--- src/rtl/seven_seg_scanner_if.sv ---
// seven_seg_scanner_if: groups the digit write port, the enables and the display drives
// Ports: i_wr_en/i_wr_addr/i_wr_data digit write, i_digit_en per-digit enable,
//        o_seg {A..G} active-low segments, o_an[n] active-low anode n,
//        o_scan_idx digit on display, o_frame_tick one-cycle pulse when the scan is back at digit 0
interface seven_seg_scanner_if;
  logic       i_wr_en;
  logic [2:0] i_wr_addr;
  logic [3:0] i_wr_data;
  logic [7:0] i_digit_en;
  logic [6:0] o_seg;
  logic [7:0] o_an;
  logic [2:0] o_scan_idx;
  logic       o_frame_tick;
  modport master (output i_wr_en, i_wr_addr, i_wr_data, i_digit_en,
                  input  o_seg, o_an, o_scan_idx, o_frame_tick);
  modport slave  (input  i_wr_en, i_wr_addr, i_wr_data, i_digit_en,
                  output o_seg, o_an, o_scan_idx, o_frame_tick);
endinterface

--- src/rtl/seven_seg_scanner.sv ---
// seven_seg_scanner: stores eight hex digits and time-multiplexes them onto an active-low 8-digit display
// Ports: clk rising-edge clock, reset async active-high, bus (slave) write port / enables / display drives
module seven_seg_scanner #(
  parameter int REFRESH_DIV = 100000,
  parameter int CNT_W       = 17
) (
  input logic             clk,
  input logic             reset,
  seven_seg_scanner_if.slave bus
);
  logic [3:0]       r_mem [8];
  logic [CNT_W-1:0] r_cnt;
  logic [2:0]       r_idx;
  logic [6:0]       r_seg;
  logic [7:0]       r_an;
  logic [2:0]       r_scan_idx;
  logic             r_frame_tick;
  logic             w_wrap;
  logic             w_en;
  logic [6:0]       w_glyph;

  function automatic logic [6:0] decode(input logic [3:0] v);
    case (v)
      4'h0: decode = 7'b0000001;
      4'h1: decode = 7'b1001111;
      4'h2: decode = 7'b0010010;
      4'h3: decode = 7'b0000110;
      4'h4: decode = 7'b1001100;
      4'h5: decode = 7'b0100100;
      4'h6: decode = 7'b0100000;
      4'h7: decode = 7'b0001111;
      4'h8: decode = 7'b0000000;
      4'h9: decode = 7'b0000100;
      4'hA: decode = 7'b0001000;
      4'hB: decode = 7'b1100000;
      4'hC: decode = 7'b0110001;
      4'hD: decode = 7'b1000010;
      4'hE: decode = 7'b0110000;
      default: decode = 7'b0111000;
    endcase
  endfunction

  always_comb begin
    w_wrap  = r_cnt == CNT_W'(REFRESH_DIV - 1);
    w_en    = bus.i_digit_en[r_idx];
    w_glyph = decode(r_mem[r_idx]);
  end

  always_ff @(posedge clk or posedge reset) begin
    if (reset) begin
      for (int i = 0; i < 8; i++) r_mem[i] <= '0;
      r_cnt        <= '0;
      r_idx        <= '0;
      r_seg        <= '1;
      r_an         <= '1;
      r_scan_idx   <= '0;
      r_frame_tick <= 1'b0;
    end else begin
      if (bus.i_wr_en) r_mem[bus.i_wr_addr] <= bus.i_wr_data;
      r_cnt        <= w_wrap ? '0 : r_cnt + 1'b1;
      r_idx        <= w_wrap ? r_idx + 3'd1 : r_idx;
      r_an         <= w_en ? ~(8'd1 << r_idx) : 8'hFF;
      r_seg        <= w_en ? w_glyph : 7'h7F;
      r_scan_idx   <= r_idx;
      // idx at 0 while the displayed index is still 7 marks the first cycle after the wrap
      r_frame_tick <= (r_idx == 3'd0) && (r_scan_idx == 3'd7);
    end
  end

  assign bus.o_seg        = r_seg;
  assign bus.o_an         = r_an;
  assign bus.o_scan_idx   = r_scan_idx;
  assign bus.o_frame_tick = r_frame_tick;
endmodule

--- src/flat_wrapper.sv ---
// flat-port wrapper written by rule: the top's interface ports become plain ports
module seven_seg_scanner_flat 
#(
  parameter int REFRESH_DIV = 100000,
  parameter int CNT_W       = 17
)
  (clk, reset, bus_i_wr_en, bus_i_wr_addr, bus_i_wr_data, bus_i_digit_en, bus_o_seg, bus_o_an, bus_o_scan_idx, bus_o_frame_tick);
  seven_seg_scanner_if bus_i ();
  input logic clk;
  input logic reset;
  input wire logic [$bits(bus_i.i_wr_en)-1:0] bus_i_wr_en;
  input wire logic [$bits(bus_i.i_wr_addr)-1:0] bus_i_wr_addr;
  input wire logic [$bits(bus_i.i_wr_data)-1:0] bus_i_wr_data;
  input wire logic [$bits(bus_i.i_digit_en)-1:0] bus_i_digit_en;
  output wire logic [$bits(bus_i.o_seg)-1:0] bus_o_seg;
  output wire logic [$bits(bus_i.o_an)-1:0] bus_o_an;
  output wire logic [$bits(bus_i.o_scan_idx)-1:0] bus_o_scan_idx;
  output wire logic [$bits(bus_i.o_frame_tick)-1:0] bus_o_frame_tick;
  assign bus_i.i_wr_en = bus_i_wr_en;
  assign bus_i.i_wr_addr = bus_i_wr_addr;
  assign bus_i.i_wr_data = bus_i_wr_data;
  assign bus_i.i_digit_en = bus_i_digit_en;
  assign bus_o_seg = bus_i.o_seg;
  assign bus_o_an = bus_i.o_an;
  assign bus_o_scan_idx = bus_i.o_scan_idx;
  assign bus_o_frame_tick = bus_i.o_frame_tick;
  seven_seg_scanner #(.REFRESH_DIV(REFRESH_DIV), .CNT_W(CNT_W)) u_core (.clk(clk), .reset(reset), .bus(bus_i));
endmodule
--- config.mk ---
export PLATFORM = sky130hd
export DESIGN_NAME = seven_seg_scanner_flat
export DESIGN_NICKNAME = d
export VERILOG_FILES = /design/src/rtl/seven_seg_scanner_if.sv /design/src/rtl/seven_seg_scanner.sv /design/src/flat_wrapper.sv
export SDC_FILE = /design/constraint.sdc
export NUM_CORES = 1
export LEC_CHECK = 0
export ABC_AREA = 1
export BUFFER_PORTS_ARGS = -buffer_cell sky130_fd_sc_hd__clkbuf_2
export CAP_MARGIN = 40
export CORE_MARGIN = 1
export CORE_UTILIZATION = 35
export CTS_CLUSTER_SIZE = 10
export DETAILED_ROUTE_END_ITERATION = 10
export GPL_TIMING_DRIVEN = 0
export PLACE_DENSITY = 0.63
export REMOVE_ABC_BUFFERS = 1
export SETUP_SLACK_MARGIN = 0.5
export SKIP_CTS_REPAIR_TIMING = 1
export SLEW_MARGIN = 40
export SYNTH_ARGS = -nofsm -noshare
export SYNTH_HDL_FRONTEND = slang
export SYNTH_SLANG_ARGS = --single-unit
export TNS_END_PERCENT = 50
--- constraint.sdc ---
create_clock -name clk -period 6.3 [get_ports clk]
set_clock_uncertainty 0.2 [all_clocks]
set_input_delay 0.315 -clock clk [delete_from_list [all_inputs] [get_ports clk]]
set_output_delay 0.315 -clock clk [all_outputs]
set_load 0.1 [all_outputs]
After elaboration in Yosys (flattened, before gate mapping)
Memory sizes are Yosys's and may differ from the RTL's. Index checks and enable logic that the tools add are counted.

Memories: 1. Input bits: 18. Register bits: 71. Word-level logic and storage cells: 41. Memory bits (read-only): 112. RAM bits: 0. Bits in latches: 0. Output and inout bits: 19.

Memories: (name not given) (depth 16, width 7, rd ports 1, clocked after Yosys merged registers in 0, wr ports 0, line seven_seg_scanner.sv:23) `case (v)`.

Multiply operators: 0. Equality and inequality tests: 2. Bitwise logic cells: 3. Multiplexer cells: 11. Add/sub/neg operators: 2. Divide/modulo/power cells: 0. Order comparisons: 4. Shift-type cells: 1. Reduce and logical (&&, ||, !) cells: 3.

Operators by type and width (number): $bwmux 32 (1); $add 17x1->17 const B (1); $eq 17x17->1 const B (1); $mux 17 (1); $bmux 4 s3 (1); $demux 4 s3 (1); $mux 4 (3); $ge 4x4->1 const B (2); $mux 8 (1); $not 3->4 (2); $not 8->8 (1); $shl 1x3->8 const A (1); $mux 7 (1); $lt 3x4->1 const B (1); $lt 4x1->1 const B (1); $add 3x1->3 const B (1); $bmux 1 s3 (1); $eq 3x3->1 const B (1); $logic_not 3->1 (1); $logic_and 1x1->1 (2); $mux 1 (1).

Logic depth before layout (Yosys ltp)
Gate-level depths: netlist of run 1.

Word-level depth: 6. Depth in mapped cells: 13. Mapped depth without buffers: 12.

Worst setup path before layout of run 1
No wires, ideal clock.

Path type: register to register. From: register u_core.r_idx[0]. To: register u_core.r_seg[6], in the netlist u_core.bus.o_seg[6]. Data arrival time: 1646 ps. Period minus slack after synthesis: 1929 ps. Path slack: 4371 ps. Path buffers: 1. Setup time: 83 ps. Stages on the path, launching flop included: 13. Data required time: 6017 ps. Path through: dfrtp_1 -> inv_2 -> buf_2 -> nand2_1 -> nand3_1 -> nand3_1 -> nand2_1 -> inv_1 -> ha_1 -> inv_1 -> nand3_1 -> nand3_1 -> nand3_1.

Word-level cells in the longest chain between the ends: 6. Elaborated cells on any way between the ends: 8. Classes of those cells: mux (6); bitwise (1); memory (1).

RTL lines: start, declared (line seven_seg_scanner.sv:13) `logic [2:0] r_idx;`; start signal, assigned (line seven_seg_scanner.sv:61) `r_idx <= w_wrap ? r_idx + 3'd1 : r_idx;`; $not 3->4 (implied by the code) (line seven_seg_scanner.sv:46) `w_glyph = decode(r_mem[r_idx]);`; $bmux 4 s3 (line seven_seg_scanner.sv:46); $mux 4 (implied by the code) (2 in series) (line seven_seg_scanner.sv:46); $mem_v2 16x7; $mux 7 * (line seven_seg_scanner.sv:63) `r_seg <= w_en ? w_glyph : 7'h7F;`; end signal, assigned (line seven_seg_scanner.sv:63); end, declared (line seven_seg_scanner.sv:14) `logic [6:0] r_seg;`.

Every way passes the cells marked *; elsewhere a longest branch is shown, timed or not. The select of a mux whose other input is x is not followed. A chain may end at the register's enable or synchronous reset.

Final worst setup path of run 1
Ends and elaborated chain as after synthesis.

==> parameters.txt, run 1 <==
Parameter                              Value

Clocking
  Clock tree from TritonCTS    built
  Number of CTS-inserted buffers    9
  Clock root cell    sky130_fd_sc_hd__clkbuf_8
  CTS Buffer Depth    2
  Count of clock tree sinks    71
  Number of levels the H-tree was split into    3
  CTS clock-pin slew for the worst setup and hold paths    0.07 ns
  Skew-Pair Late Insertion Delay    0.34 ns

Global routing
  Gr usage total    15.4%
  Global-route wire length before repair    13300 um
  Number of antenna violations at the first check in global routing    0
  Remaining global-route overflow    0
  Maximum number of pins on one net before global-route repair    55
  Vias in the first global route    2939

Layout
  Synthesis-to-finish area growth    14.6%
  Commonest cells after routing, fill and taps aside    sky130_fd_sc_hd__nand2_1, sky130_fd_sc_hd__inv_1, sky130_fd_sc_hd__dfrtp_1
  Post-route design area    0.00415 mm^2
  FILL cells    983
  Layout Nets    521
  Proportion of layout cells with a drive suffix above 1    16.0%
  Most common cell after layout, fill and taps aside    sky130_fd_sc_hd__nand2_1
  Count of antenna diodes in the layout    0

Status
  Violations in the final reports    hold timing
  Status    complete, but fails checks

Place
  Half-perimeter wire length after detailed placement    5180 um
  Number of input and output port buffers inserted    36
  Routability congestion estimate from global placement    0.843
  Post-detailed-placement cell area    0.00396 mm^2

Worst setup path
  Max Fanout on Critical Path    25
  Arr. time, crit path    2.63 ns
  Classification of the worst setup path    reg -> reg
  Critical Path Start Type    flop
  Endpoint type of the worst setup path    flop
  Critical path data required time    6.36 ns

Timing
  Slew at the pin closest to its max-slew limit    0.694 ns
  Number of endpoints failing setup at the final stage    0
  Setup TNS    0 ns
  Max-slew violation total from the final report    0
  Worst relative slew slack    53.4%
  Final-report hold violation count    2
  Final worst path period share    40.8%
  Shortest clock period the worst path allows after layout    2.57 ns
  Maximum clock frequency    389 MHz
  Setup repair after global routing missed its margin    false
  Worst hold slack    -0.00454 ns

Logic synthesis
  Seq/Total Area, Yosys    49.5%
  Number of enable flip-flop cells after synthesis    0
  Share of synthesized registers carrying an async set or reset    100%
  Synth unique cells    25
  Flop and latch count out of synthesis    71
  Number of warnings issued by yosys    0
  Synthesized area    0.00363 mm^2
  Avg Inst Size Synth    8.09 um^2
  Number of instances in the synthesized netlist    448
  Main flop type after synthesis    sky130_fd_sc_hd__dfrtp_1

Drt
  DRC Markers    0
  Final WL    7420 um
  Vias after detailed routing    2901
  Initial detailed-routing violation count    195
  DR pass1 iterations    5
  Antenna-violating nets left    0
  Via-per-instance ratio    4.62
  Wirelength per Cell    11.8 um

Power and ir drop
  Switching fraction of total power    31.2%
  Combinational group share of total power    20.6%
  P_int    0.746 mW
  Sequential group share of total power    48.9%
  Total power    1.08 mW
  Switching power of the nets    0.339 mW
  Cell leakage power    2.12 nW
  Power density over cell area    261 mW/mm^2
  Worst VDD drop    121 uV
  Part of the total power dissipated in the clock network    30.6%

Floorplanning
  Die Area    0.0108 mm^2
  Starting Density    36.6%
  # IOs    37
  Row Count    36
  DIE HEIGHT    104 um
  Area of the core region    0.00991 mm^2
  Die width    104 um

Job
  Max-cap check violation count    0

Worst hold path
  Class of the worst hold path    in -> reg
==> Yosys cell counts, drive strengths merged, types with 3 or more instances <==
library cell | instances | area (um^2)
nor4 | 3 | 18.8
nor3 | 5 | 25.0
nand4 | 7 | 43.8
o21ai | 40 | 211
inv | 66 | 248
buf | 7 | 42.5
nor2 | 38 | 145
xor2 | 13 | 114
nand3 | 54 | 300
nand2 | 128 | 490
ha | 13 | 163
dfrtp | 56 | 1400
dfstp | 15 | 394
==> power groups by stage <==
stage / Clock [mW] / Sequential (mW) / Combinational (mW)
2_1_floorplan: 0 / 0.602 / 0.115
3_3_place_gp: 0 / 0.537 / 0.216
3_5_place_dp: 0 / 0.538 / 0.223
4_1_cts: 0.343 / 0.530 / 0.225
5_1_grt: 0.366 / 0.535 / 0.252
6_report: 0.332 / 0.530 / 0.223
==> kinds of logic (layout without fill, tap and decap cells) <==
group           after synthesis  after routing  share of synthesized area [%]
simple gates                236            236                           28.8
flops                        71             71                           49.5
compound gates               41             41                           5.97
xor+xnor                     13             13                           3.14
buf+inv                      74            121                           8.11
fa+ha+maj                    13             13                           4.49
==> path summary, 6_finish.rpt <==
kind	from	to	slack [ns]	cells after the start
max in group asynchronous	reset	u_core.bus.o_an[7]	5.09	4
min in group asynchronous	reset	u_core.r_cnt[3]	0.25	3
hold / removal	bus_i_wr_data[2]	u_core.r_mem[2]	-0.005	3
hold reg to reg	u_core.r_cnt[0]	u_core.r_cnt[0]	0.27	1
setup / recovery	u_core.r_idx[0]	u_core.bus.o_seg[6]	3.73	11
setup reg to reg	u_core.r_idx[0]	u_core.bus.o_seg[6]	3.73	11
==> critical path, cell delays in order, from the launching register on <==
cell,delay (ns)
sky130_fd_sc_hd__dfrtp_2,0.60
sky130_fd_sc_hd__inv_2,0.42
sky130_fd_sc_hd__nand2_1,0.11
sky130_fd_sc_hd__nand3_1,0.09
sky130_fd_sc_hd__nand3_1,0.12
sky130_fd_sc_hd__nand2_1,0.24
sky130_fd_sc_hd__inv_1,0.12
sky130_fd_sc_hd__ha_1,0.26
sky130_fd_sc_hd__inv_1,0.11
sky130_fd_sc_hd__nand3_1,0.08
sky130_fd_sc_hd__nand3_1,0.09
sky130_fd_sc_hd__nand3_1,0.07
==> final cells by class <==
class                      instances  area, um^2  share of cell area (%)
timing repair buffer              38         218                    5.24
inverter                          67         256                    6.17
clock buffer                      16         180                    4.34
sequential                        71        1800                    43.3
multi-input combinational        303        1540                    37.0
tap                              133         166                    4.01
==> metrics by stage <==
stage / utilization, % / cells / setup WS (ns)
detailed placement: 40.0 / 611 / 3.75
CTS: 41.8 / 627 / 3.73
global route: 41.9 / 628 / 3.51
finish: 41.9 / 628 / 3.73
floorplan: - / 441 / 4.01
global placement: 39.7 / 610 / 3.17
==> routing by layer <==
layer | share of wire [%] | wire length [um] | global-route usage [%] | up-vias
met5 | 0 | 0 | 0 | -
met4 | 1.3 | 94 | 6.73 | 0
met3 | 3.5 | 258 | 3.65 | 7
met2 | 47 | 3500 | 26.1 | 49
met1 | 48 | 3560 | 18.8 | 1348
li1 | - | - | - | 1497
==> sequential cells by signal, indices dropped and copies added, names as in the netlist <==
signal and cells:
u_core.r_cnt 17, u_core.bus.o_frame_tick 1, u_core.r_idx 3, u_core.bus.o_an 8, u_core.bus.o_seg 7, u_core.bus.o_scan_idx 3, u_core.r_mem 32
Note: power is estimated with default switching activity, not from simulation.
==> run 2, diff against run 1 <==
--- a/config.mk
+++ b/config.mk
@@ -5,7 +5,7 @@
 export SDC_FILE = /design/constraint.sdc
 export NUM_CORES = 1
 export LEC_CHECK = 0
-export ABC_AREA = 1
+export ABC_AREA = 0
 export BUFFER_PORTS_ARGS = -buffer_cell sky130_fd_sc_hd__clkbuf_2
 export CAP_MARGIN = 40
 export CORE_MARGIN = 1
==> constraint.sdc (replaced) <==
create_clock -name clk -period 2.7 [get_ports clk]
set_clock_uncertainty 0.2 [all_clocks]
set_input_delay 0.135 -clock clk [delete_from_list [all_inputs] [get_ports clk]]
set_output_delay 0.135 -clock clk [all_outputs]
set_load 0.1 [all_outputs]
==> parameters.txt, run 2 <==
Parameter                              Value

Logic synthesis
  Main flop type after synthesis    sky130_fd_sc_hd__dfrtp_1
  Number of warnings issued by yosys    0 (unchanged)
  Most instantiated library cell after synthesis    sky130_fd_sc_hd__dfrtp_1
  Synthesized area    0.00341 mm^2 (-6.1%)
  Leading cell types by total area after synthesis    sky130_fd_sc_hd__dfrtp_1, sky130_fd_sc_hd__dfstp_2, sky130_fd_sc_hd__mux2_2
  Most instantiated cells after synthesis    sky130_fd_sc_hd__dfrtp_1, sky130_fd_sc_hd__mux2_2, sky130_fd_sc_hd__nand2_1
  Share of synthesized registers carrying an async set or reset    100% (unchanged)
  Seq/Total Area, Yosys    52.7% (+3.2 points)
  Top cell type's share of synthesized area    41.1% (+2.5 points)
  Flop and latch count out of synthesis    71 (unchanged)
  Synth unique cells    43 (+72%)
  Avg Inst Size Synth    13.0 um^2 (+61%)
  Number of instances in the synthesized netlist    261 (-42%)
  Number of enable flip-flop cells after synthesis    0 (unchanged)
  Library cell occupying the most area in the post-synthesis netlist    sky130_fd_sc_hd__dfrtp_1

Worst setup path
  Max Fanout on Critical Path    8 (-68%)
  Endpoint type of the worst setup path    flop
  Classification of the worst setup path    reg -> reg
  Most frequent CP cell    sky130_fd_sc_hd__buf_4
  Arr. time, crit path    2.28 ns (-0.35 ns)
  Maximum cell stage delay along the critical path    0.55 ns (-0.05 ns)
  Slowest cell on the critical path    sky130_fd_sc_hd__dfrtp_4
  Critical path data required time    2.77 ns (-3.59 ns)
  Cell breakdown of the critical path    buf_4 > buf_4 > mux2i_1 > a22o_1 > or3_1 > a21oi_1 > o31ai_1
  Critical Path Start Type    flop

Clocking
  CTS Buffer Depth    2 (unchanged)
  CTS clock-pin slew for the worst setup and hold paths    0.08 ns (about the same)
  Number of CTS-inserted buffers    9 (unchanged)
  Count of clock tree sinks    71 (unchanged)
  Number of levels the H-tree was split into    3 (unchanged)
  Clock tree from TritonCTS    built
  Clock root cell    sky130_fd_sc_hd__clkbuf_8
  Skew-Pair Late Insertion Delay    0.34 ns (about the same)

Global routing
  Number of antenna violations at the first check in global routing    0 (unchanged)
  Global-route layer with the greatest usage    met2
  Gr usage total    13.5% (-1.9 points)
  Vias in the first global route    2112 (-28%)
  Maximum number of pins on one net before global-route repair    64 (+16%)
  Grt met3 use    2.50% (-1.2 points)
  Global-route wire length before repair    10400 um (-22%)
  Fraction of met1 tracks used by global routing    17.8% (-0.95 points)
  Remaining global-route overflow    0 (unchanged)
  Global Route met2 Usage    20.7% (-5.5 points)

Layout
  Proportion of layout cells with a drive suffix above 1    45.1% (+29 points)
  Commonest cells after routing, fill and taps aside    sky130_fd_sc_hd__dfrtp_1, sky130_fd_sc_hd__clkbuf_2, sky130_fd_sc_hd__mux2_2
  Post-route design area    0.00413 mm^2 (-0.57%)
  Most common cell after layout, fill and taps aside    sky130_fd_sc_hd__dfrtp_1
  Synthesis-to-finish area growth    21.3%
  Count of antenna diodes in the layout    0 (unchanged)
  Final cell count without fillers    455 (-28%)
  Flip-flop count of the largest register after layout    32 (unchanged)
  Layout Nets    352 (-32%)
  Largest Register    u_core.r_mem

Job
  Max-cap check violation count    0 (unchanged)

Place
  Post-detailed-placement cell area    0.00374 mm^2 (-5.6%)
  Routability congestion estimate from global placement    0.828 (-1.7%)
  Number of input and output port buffers inserted    36 (unchanged)
  Setup slack after placement    -0.253 ns (-4.00 ns)
  Half-perimeter wire length after detailed placement    4310 um (-17%)
  Placed cell count    423 (-31%)

Status
  Status    complete, no violations

Drt
  Wirelength per Cell    14.2 um (+20%)
  DR pass1 iterations    4 (-1)
  Via-per-instance ratio    4.95 (+7.1%)
  DRC Markers    0 (unchanged)
  Antenna-violating nets left    0 (unchanged)
  Final WL    6470 um (-13%)
  Initial detailed-routing violation count    105 (-46%)
  Vias after detailed routing    2251 (-22%)

Timing
  Shortest clock period the worst path allows after layout    2.20 ns (-0.365 ns)
  Worst hold slack    0.0344 ns (+0.0390 ns)
  Worst relative slew slack    50.7% (-2.7 points)
  Final critical-path setup slack    0.496 ns (-3.24 ns)
  Setup repair after global routing missed its margin    true
  Max-slew violation total from the final report    0 (unchanged)
  Slew at the pin closest to its max-slew limit    0.734 ns (+0.0407 ns)
  Maximum clock frequency    454 MHz (+17%)
  Final-report hold violation count    0 (-2)
  Final worst path period share    81.6% (+41 points)
  Number of endpoints failing setup at the final stage    0 (unchanged)

Floorplanning
  Row Count    35 (-2.8%)
  Starting Density    36.5% (-0.079 points)
  # IOs    37 (unchanged)
  Die Area    0.0101 mm^2 (-6.0%)
  Die width    101 um (-3.0%)
  Area of the core region    0.00933 mm^2 (-5.9%)
  DIE HEIGHT    101 um (-3.0%)

Worst hold path
  Class of the worst hold path    in -> async

Power and ir drop
  Power density over cell area    663 mW/mm^2 (+150%)
  Total power    2.74 mW (+150%)
  Cell leakage power    1.78 nW (-16%)
  Worst VDD drop    358 uV (+200%)
## run 2: cell types whose count changed in the layout (fill, tap and decap cells not counted), moves of 8 or more
cell,before,now
sky130_fd_sc_hd__buf_4,0,10
sky130_fd_sc_hd__inv_1,62,3
sky130_fd_sc_hd__mux2_2,0,34
sky130_fd_sc_hd__nand2_1,126,18
sky130_fd_sc_hd__nand3_1,51,7
sky130_fd_sc_hd__nor2_1,37,15
sky130_fd_sc_hd__o21ai_0,35,4
sky130_fd_sc_hd__xnor2_1,0,8
## run 2: critical path: cells and delay by family (launching register included)
kind            cells  cell delay (ns)
simple gates        1             0.40
compound gates      3             0.50
buf+inv             2             0.33
mux                 1             0.14
flops               1             0.55
## run 2: routing by layer
| layer | part of all wire (%) | vias to the layer above | routed length, um |
|---|---|---|---|
| li1 | - | 1058 | - |
| met1 | 47 | 1115 | 3070 |
| met2 | 46 | 68 | 2980 |
| met3 | 4.6 | 10 | 297 |
| met4 | 1.9 | 0 | 121 |
| met5 | 0 | - | 0 |
## run 2: final timing paths
kind	slack, ns	to	cells past startpoint	start
setup / recovery	0.50	u_core.bus.o_seg[6]	7	u_core.r_idx[0]
hold reg to reg	0.30	u_core.r_cnt[11]	1	u_core.r_cnt[11]
setup reg to reg	0.50	u_core.bus.o_seg[6]	7	u_core.r_idx[0]
min in group clk	0.13	u_core.bus.o_an[5]	4	bus_i_digit_en[6]
hold / removal	0.03	u_core.r_cnt[13]	3	reset
max in group asynchronous	1.72	u_core.bus.o_an[7]	4	reset
## run 2: logic make-up after synthesis
| group | Yosys count | synth area share, % |
|---|---|---|
| buf+inv | 13 | 2.39 |
| compound gates | 18 | 3.78 |
| fa+ha+maj | 13 | 4.78 |
| flops | 71 | 52.7 |
| xor+xnor | 16 | 4.11 |
| mux | 51 | 20.4 |
| simple gates | 79 | 11.9 |
## run 2: per-stage QoR
stage / setup TNS, ns / utilization [%]
floorplan: 0 / -
global placement: -10.56 / 39.6
detailed placement: -0.772 / 40.1
CTS: -0.768 / 42.2
global route: 0 / 44.3
finish: 0 / 44.3
## run 2: cell type report
type | instances | area, um^2
flip-flops and latches | 71 | 1800
fillers | 863 | 5200
clock inverters | 6 | 62.6
well taps | 129 | 161
repair buffers | 54 | 355
clock buffers | 10 | 128
multi-input cells | 177 | 1580
inverters | 8 | 46.3
## run 2: where the power goes
| part | switching [mW] | internal [mW] |
|---|---|---|
| combinational | 0.399 | 0.248 |
| clock | 0.399 | 0.425 |
| sequential | 0.0574 | 1.21 |
| total | 0.855 | 1.88 |
